File: src/rtl/spike_fifo_arbiter.sv
// Round-robin arbiter sharing one spike address FIFO between sources.
// Optional stall statistic built when SPIKE_ARB_STATS_EN is defined.
module spike_fifo_arbiter #(
    parameter int NUM_SRC    = 4,
    parameter int ID_W       = 2,
    parameter int LOCAL_AW   = 12,
    parameter int FIFO_DEPTH = 128,
    parameter int OCC_W      = 8
) (
    input  logic                        clk,
    input  logic                        rst,
    input  logic [NUM_SRC-1:0]          i_req,
    input  logic [NUM_SRC*LOCAL_AW-1:0] i_addr,
    output logic [NUM_SRC-1:0]          o_gnt,
    output logic                        o_fifo_wr_en,
    output logic [ID_W+LOCAL_AW-1:0]    o_fifo_wdata,
    input  logic                        i_fifo_rd_en,
    input  logic                        i_fifo_valid,
    output logic [OCC_W-1:0]            o_occupancy,
    output logic                        o_full,
    input  logic                        i_flush,
    output logic                        o_busy,
    output logic                        o_flush_done,
    output logic [15:0]                 o_stall_cnt
);

    typedef enum logic [1:0] {
        RUN,
        DRAIN,
        DONE
    } state_t;

    state_t            state;
    logic [ID_W-1:0]   ptr;
    logic [OCC_W-1:0]  occ;
    logic [ID_W-1:0]   idx;
    logic [ID_W-1:0]   win;
    logic              found;
    logic              gnt_en;
    logic              pop;
    logic              wr;

    assign o_occupancy = occ;
    assign o_full      = (occ == OCC_W'(FIFO_DEPTH));
    assign pop         = i_fifo_rd_en && i_fifo_valid;

    // A read of an empty FIFO makes it discard the write, so hold off.
    assign gnt_en = !rst && (state == RUN) && !o_full &&
                    !(i_fifo_rd_en && !i_fifo_valid);

    // Scan requests starting just after the last winner, wrapping.
    always_comb begin
        found = 1'b0;
        win   = ptr;
        idx   = ptr;
        for (int i = 1; i <= NUM_SRC; i++) begin
            idx = ptr + ID_W'(i);
            if (!found && i_req[idx]) begin
                found = 1'b1;
                win   = idx;
            end
        end
    end

    assign wr           = gnt_en && found;
    assign o_fifo_wr_en = wr;
    assign o_gnt        = wr ? (NUM_SRC'(1) << win) : '0;
    assign o_fifo_wdata = {win, i_addr[win*LOCAL_AW +: LOCAL_AW]};

    // Remember the last granted source for round-robin fairness.
    always_ff @(posedge clk or posedge rst) begin
        if (rst) begin
            ptr <= ID_W'(NUM_SRC - 1);
        end else if (wr) begin
            ptr <= win;
        end
    end

    // Credit counter mirroring FIFO fill level; never wraps below 0.
    always_ff @(posedge clk or posedge rst) begin
        if (rst) begin
            occ <= '0;
        end else if (wr && !pop) begin
            occ <= occ + 1'b1;
        end else if (pop && !wr && occ != '0) begin
            occ <= occ - 1'b1;
        end
    end

    // Flush sequencer: stop granting, wait for empty, pulse done.
    always_ff @(posedge clk or posedge rst) begin
        if (rst) begin
            state        <= RUN;
            o_busy       <= 1'b0;
            o_flush_done <= 1'b0;
        end else begin
            unique case (state)
                RUN: begin
                    if (i_flush) begin
                        if (occ == '0) begin
                            state        <= DONE;
                            o_flush_done <= 1'b1;
                        end else begin
                            state  <= DRAIN;
                            o_busy <= 1'b1;
                        end
                    end
                end
                DRAIN: begin
                    if (occ == '0) begin
                        state        <= DONE;
                        o_busy       <= 1'b0;
                        o_flush_done <= 1'b1;
                    end
                end
                DONE: begin
                    state        <= RUN;
                    o_flush_done <= 1'b0;
                end
                default: begin
                    state        <= RUN;
                    o_busy       <= 1'b0;
                    o_flush_done <= 1'b0;
                end
            endcase
        end
    end

`ifdef SPIKE_ARB_STATS_EN
    logic [15:0] stall_q;

    assign o_stall_cnt = stall_q;

    // Count backpressure cycles; cleared when a flush completes.
    always_ff @(posedge clk or posedge rst) begin
        if (rst) begin
            stall_q <= '0;
        end else if (state == DONE) begin
            stall_q <= '0;
        end else if (state == RUN && |i_req && !wr &&
                     stall_q != 16'hFFFF) begin
            stall_q <= stall_q + 1'b1;
        end
    end
`else
    assign o_stall_cnt = '0;
`endif

endmodule

File: config.mk
export PLATFORM = sky130hd
export DESIGN_NAME = spike_fifo_arbiter
export DESIGN_NICKNAME = d
export VERILOG_FILES = /design/src/rtl/spike_fifo_arbiter.sv
export SDC_FILE = /design/constraint.sdc
export NUM_CORES = 1
export LEC_CHECK = 0
export BUFFER_PORTS_ARGS = -buffer_cell sky130_fd_sc_hd__buf_2
export CAP_MARGIN = 25
export CORE_ASPECT_RATIO = 1.25
export CORE_UTILIZATION = 45
export DETAILED_ROUTE_END_ITERATION = 7
export PLACE_DENSITY = 0.86
export SLEW_MARGIN = 10
export SYNTH_ARGS = -nofsm -noshare
export SYNTH_HDL_FRONTEND = slang
export SYNTH_SLANG_ARGS = --single-unit
export TNS_END_PERCENT = 1
File: constraint.sdc
create_clock -name clk -period 4.4 [get_ports clk]
set_input_delay 0.88 -clock clk [delete_from_list [all_inputs] [get_ports clk]]
set_output_delay 0.88 -clock clk [all_outputs]
set_load 0.02 [all_outputs]
# [Word-level counts from Yosys, hierarchy flattened]
# Cells that the tools add are included.
[totals] register_bits=14 in_bits=57 output_inout_bits=46 elab_cells=81
[classes] n_addsub=5 n_mul=1 magnitude_cmp=4 eq_ne=6 shifts=2 mux=30 n_bitwise=1 reduce_logical=27
[ops] operator="$shiftx A48 B7 Y12" n=1
[ops] operator="$mux W8" n=2
[ops] operator="$mux W2" n=7
[ops] operator="$mux W1" n=13
[ops] operator="$logic_and A1 B1 Y1" n=12
[ops] operator="$lt A2 B3 Y1 const B" n=4
[ops] operator="$logic_not A1 Y1" n=9
[ops] operator="$add A8 B1 Y8 const B" n=1
[ops] operator="$bmux W1 S2" n=4
[ops] operator="$eq A8 B8 Y1 const B" n=1
[ops] operator="$logic_not A8 Y1" n=1
[ops] operator="$reduce_bool A8 Y1" n=1
[ops] operator="$sub A8 B1 Y8 const B" n=1
[ops] operator="$ne A2 B2 Y1 const B" n=3
[ops] operator="$add A2 B2 Y2 const B" n=2
[ops] operator="$mul A2 B2 Y4 const B" n=1
[ops] operator="$mux W4" n=1
[ops] operator="$pmux W2 S2" n=1
[ops] operator="$reduce_and A4 Y1" n=1
[ops] operator="$shl A1 B2 Y4 const A" n=1
[ops] operator="$pmux W1 S3" n=1
[ops] operator="$add A2 B1 Y2 const B" n=1
[ops] operator="$eq A2 B1 Y1 const B" n=1
[ops] operator="$eq A2 B2 Y1 const B" n=1
[ops] operator="5 further kinds" n=5

# [Depth between registers and ports, before layout]
[logic_depth] word_depth=19 ltp_mapped=10

# [Least setup slack after synthesis]
# OpenSTA, ideal clock, no wires.
[synth_path] path_type="in2out" from="in i_req[3]" to="out o_fifo_wdata[0]" arrival_time_ns=2.359 required_ns=3.520 slack_ns=1.161 cell_stages=5 path_cell_list="nand2b_1 -> o21ai_1 -> a221oi_4 -> buf_4 -> mux4_2"
[synth_between] elab_chain_cells=14 word_cells_on_any_way=23 classes_between="1 x mul; 1 x shift; 15 x mux; 6 x reduce/logical"
[synth_lines] element="from (decl)" line="12" source="input logic [NUM_SRC-1:0] i_req,"
[synth_lines] element="$bmux W1 S2" line="58" source="if (!found && i_req[idx]) begin"
[synth_lines] element="$mux W1 (implied by the code)" line="58"
[synth_lines] element="$mux W1" line="58"
[synth_lines] element="$logic_not A1 Y1" line="58"
[synth_lines] element="$logic_and A1 B1 Y1" line="58"
[synth_lines] element="$mux W1" line="58"
[synth_lines] element="$logic_not A1 Y1" line="58"
[synth_lines] element="$logic_and A1 B1 Y1" line="58"
[synth_lines] element="$mux W1" line="58"
[synth_lines] element="$logic_not A1 Y1" line="58"
[synth_lines] element="$logic_and A1 B1 Y1" line="58"
[synth_lines] element="$mux W2 (*)" line="58"
[synth_lines] element="$mul A2 B2 Y4 (*)" line="68" source="assign o_fifo_wdata = {win, i_addr[win*LOCAL_AW +: LOCAL_AW]};"
[synth_lines] element="$shiftx A48 B7 Y12 (*)" line="68"
[synth_lines] element="to (decl)" line="16" source="output logic [ID_W+LOCAL_AW-1:0] o_fifo_wdata,"
# Every way passes the cells marked *; elsewhere a longest branch is shown, timed or not. The select of a mux whose other input is x is not followed.

# [Final worst setup path]
[layout_path] from="in i_req[3]" to="out o_fifo_wdata[3]"
# The elaborated chain is that of the path after synthesis.

==> results.txt <==
* Setup CP Type: in2out
- Setup repair after global routing left no endpoint under its margin.
* Hpwl dp: 3.298 mm
- Cell-by-cell listing of the critical path: buf_2 -> nand2b_1 -> o21ai_1 -> a221oi_4 -> buf_4 -> mux4_2 -> buf_2
- In this run the critical register-to-register path is launched from o_occupancy[1]$_DFFE_PP0P_.
* Number of endpoints failing setup at the final stage: 0
- Master cell of the clock root buffer: sky130_fd_sc_hd__clkbuf_8
- Cell with the biggest individual delay on the critical path: sky130_fd_sc_hd__mux4_2
- Placement-stage worst setup slack: 0.8797 ns
* Multiplexer area fraction after synthesis: 0.2477
* Largest fanout on the critical path: 16
- Yosys mapped the design onto 43 distinct sky130hd cell types.
* Avg Inst Size Synth: between 10 and 15 sq um
* Depth of the worst hold-timing path: 1
- In this run the cell area measured after placement is 1912 sq um.
* Fraction of layout cells with a size suffix above 1: 0.5325
- From left edge to right edge, the die measures approximately 54 um.
* Clock tree skew after final layout: 0.002340 ns
- Post-synthesis sequential area ratio: 0.2360
* Area share of xor/xnor cells in the synthesized design: 0.03515
* Post-synthesis compound-gate area fraction: 0.1548
- In this run the register-to-register setup slack is between 1 and 1.5 ns.
- Total core area: 3194 sq um
* Remaining global-route overflow: 0
* Row cnt: 23
* YS warnings: 0
- Clock period minus worst slack: about 3.3 ns
- Counting every sink on the clock net gives 14.
* Arithmetic-cell share of the synthesized area counting full adders, half adders and majority gates: 0.06360
- In this run the tool buffered the top-level ports with 86 buffer cells.
- In the finished design, the share of the clock period the worst path needs comes to 0.7597.
- Clock transition at the registers of the reported paths: 0.06 ns
* Ant. Diodes: 0
* Largest family of logic cells by synthesized area: multiplexers
* Result of the run: complete, no violations
* Simple logic cell fraction of the synthesized area: 0.1498
* Delay contributed by the slowest stage of the critical path: 0.56 ns
* I/O Pins: roughly 100
* Post-layout instance count excluding filler cells: 268
* Leading cell types by total area after synthesis: sky130_fd_sc_hd__dfrtp_1, sky130_fd_sc_hd__mux4_2, sky130_fd_sc_hd__buf_4
- Setup_tns: 0 ns
- Vias in the first global route: approximately 1300
* Die Footprint: ~3600 sq um
* Share of the synthesized area in the top cell type: 0.2008
- TritonRoute pass-1 iters: 4
* Resized Gates After CTS: 0
- Headroom to the max-slew limit: 0.6284
* Gp weighted congestion: 0.8522
- Hold WS: 0.5090 ns
- Once routing completed, OpenROAD measured the worst setup slack at 1.057 ns.
* Number of max-cap violations: 0
- Layout net count: 296
* Critical path startpoint category: input port
- TritonCTS built the clock tree.
- Once detail routing completed, the nets flagged for antenna violations numbered 0.
- Counting cells, the worst reg-to-reg path comes to 10.
* Area delta synth->final: 31.55%
- Largest net degree at the start of global routing: 17
* Worst min-delay path endpoint: o_flush_done$_DFFE_PP0P_
- Residual DRC: 0
* Reg2Reg Capture Point: o_occupancy[7]$_DFFE_PP0P_
- Final number of hold-violating endpoints: 0
- Type of the worst min-delay path: reg2reg
* Die height: 66.45 um
- Critical path required time: ~3.5 ns
- Number of buffers inserted during clock tree synthesis: 3
* Post-CTS setup buffers: 0
* Instance count of the mapped netlist: 142
- #FFs+latches synth: 14
* PD cells: 702.6 nW/um^2
* Worst IR drop on VDD: 0.4813 mV
- Inst Count DP: between 200 and 300
- Endpoint kind of the worst setup timing path: output pin
* Vias after detailed routing: 1405
- For this design, the CTS-stage hold fixing added 0 buffers.
* DRT iter0 DRCs: 31
* H-tree Lvls: 1
* Number of inserted filler cells in the final layout: 283
- In the global route stage, overall resource usage came out at 0.2253.
- Antenna violations before repair: 0
* Arrival time at the worst endpoint: roughly 2.5 ns
- Leakage power total: roughly 1.0 nW
- For this configuration, the core starts out at a cell density of 0.4681.
- Clock tree buffer depth: 2
- Routed wire length: 3.914 mm
* Average via count per standard cell: 5.243
- By instance count, the cell type seen most on the critical path is sky130_fd_sc_hd__buf_2.
- Global-route wire length before repair: just under 6 mm
- In this run the most critical hold path is launched from state[1]$_DFFE_PP0P_.
- The finished cells cover a little under 2000 sq um.
* Total standard cell area after synthesis: between 1000 and 1500 sq um
- Clock latency on the worst-skew pair, taken at its later pin, is about 0.25 ns.
* Most area-hungry cell type in the Yosys netlist: sky130_fd_sc_hd__dfrtp_1
- In the final routed layout, each cell accounts on average for 14.60 um.
- Number of max-slew violations in the final report: 0
- At the pin with the least slew margin, the transition time is ~0.56 ns.
- Maximum clock frequency: 299.1 MHz
==> kinds of logic (layout without fill, tap and decap cells) <==
logic type,Yosys count,in the layout
AND/OR/NAND/NOR,39,39
AO/OA/AOI/OAI,29,29
buffers and inverters,27,101
multiplexers,19,19
flip-flops,14,14
adder cells (fa/ha/maj),7,7
XOR/XNOR,6,6
other,1,16
==> through the flow <==
step / util / total power [mW]
2_1_floorplan: - / 1.009
3_3_place_gp: 0.5985 / 1.238
3_5_place_dp: 0.5985 / 1.260
4_1_cts: 0.6157 / 1.392
5_1_grt: 0.6157 / 1.496
6_report: 0.6157 / 1.382
==> synth_stat cells, drive strengths merged <==
| master | count |
|---|---|
| nand2 | 7 |
| nor3 | 4 |
| o21bai | 1 |
| ha | 6 |
| xor2 | 1 |
| o32ai | 1 |
| o211ai | 2 |
| dfrtp | 12 |
| mux2 | 6 |
| mux2i | 1 |
| nand4 | 1 |
| or2b | 1 |
| buf | 17 |
| a221oi | 2 |
| nand2b | 4 |
| inv | 9 |
| o21ai | 5 |
| o21ba | 1 |
| or4 | 2 |
| a22oi | 1 |
| mux4 | 12 |
| dfstp | 2 |
| nor2 | 14 |
| nor2b | 1 |
| clkbuf | 1 |
| fa | 1 |
| a211oi | 2 |
| xnor2 | 5 |
| or2 | 1 |
| and2 | 1 |
| a21o | 1 |
| nand3 | 1 |
| or3 | 2 |
| conb | 1 |
| o21a | 2 |
| a21oi | 10 |
| o211a | 1 |
==> cell type report <==
| class | count | area (sq um) | share of cell area |
|---|---|---|---|
| clock buffer | 4 | 55.05 | 0.02799 |
| inverter | 9 | 33.78 | 0.01718 |
| multi-input combinational | 116 | 1033 | 0.5254 |
| sequential | 14 | 352.8 | 0.1794 |
| tap | 37 | 46.29 | 0.02354 |
| timing repair buffer | 88 | 445.4 | 0.2265 |
==> worst max path at each step <==
stage	start	end	slack, ns	depth (start not counted)
finish	i_req[3]	o_fifo_wdata[3]	1.06	7
global route	i_req[3]	o_fifo_wdata[3]	0.89	7
CTS	i_req[3]	o_fifo_wdata[2]	1.03	7
detailed placement	i_req[1]	o_occupancy[7]$_DFFE_PP0P_	0.88	11
global placement	i_req[1]	o_occupancy[5]$_DFFE_PP0P_	0.91	11
floorplan	i_req[3]	o_fifo_wdata[0]	1.16	5
==> power breakdown <==
group / total (mW) / switching (mW) / leakage, nW / internal [mW]
Sequential: 0.275 / 0.0816 / 0.158 / 0.193
Clock: 0.126 / 0.0470 / 0.0288 / 0.0793
Combinational: 0.981 / 0.531 / 0.834 / 0.449
Total: 1.38 / 0.660 / 1.02 / 0.722
==> state kept, by name (all words and copies together) (netlist names) <==
register / cells
o_busy: 1
o_flush_done: 1
o_occupancy: 8
ptr: 2
state: 2
==> routing by layer <==
layer	GRT usage	vias up	wire length, um
li1	-	672	-
met1	0.2394	651	1285
met2	0.4031	74	2093
met3	0.07126	8	466
met4	0.07895	0	69
met5	0	-	0
==> critical path, delay by kind of cell <==
family,cells,cell delay (ns)
multiplexers,1,0.56
AND/OR/NAND/NOR,1,0.08
AO/OA/AOI/OAI,2,0.32
buffers and inverters,3,0.61
==> cells in the final DEF, fill, tap and decap left out, types with 2 or more instances in the layout <==
cell                       count
sky130_fd_sc_hd__nand2_1       7
sky130_fd_sc_hd__dfrtp_1      12
sky130_fd_sc_hd__clkbuf_8      4
sky130_fd_sc_hd__o21a_1        2
sky130_fd_sc_hd__buf_2        86
sky130_fd_sc_hd__nor2_1       13
sky130_fd_sc_hd__mux4_2       12
sky130_fd_sc_hd__o21ai_1       2
sky130_fd_sc_hd__inv_1         9
sky130_fd_sc_hd__a21oi_1       9
sky130_fd_sc_hd__nand2b_1      4
sky130_fd_sc_hd__ha_1          6
sky130_fd_sc_hd__nor3_1        3
sky130_fd_sc_hd__buf_4         2
sky130_fd_sc_hd__xnor2_1       5
sky130_fd_sc_hd__a211oi_1      2
sky130_fd_sc_hd__conb_1       16
sky130_fd_sc_hd__or3_2         2
sky130_fd_sc_hd__o211ai_1      2
sky130_fd_sc_hd__mux2_4        6
sky130_fd_sc_hd__o21ai_0       3
sky130_fd_sc_hd__dfstp_2       2
Power figures use the tool's default switching activity.
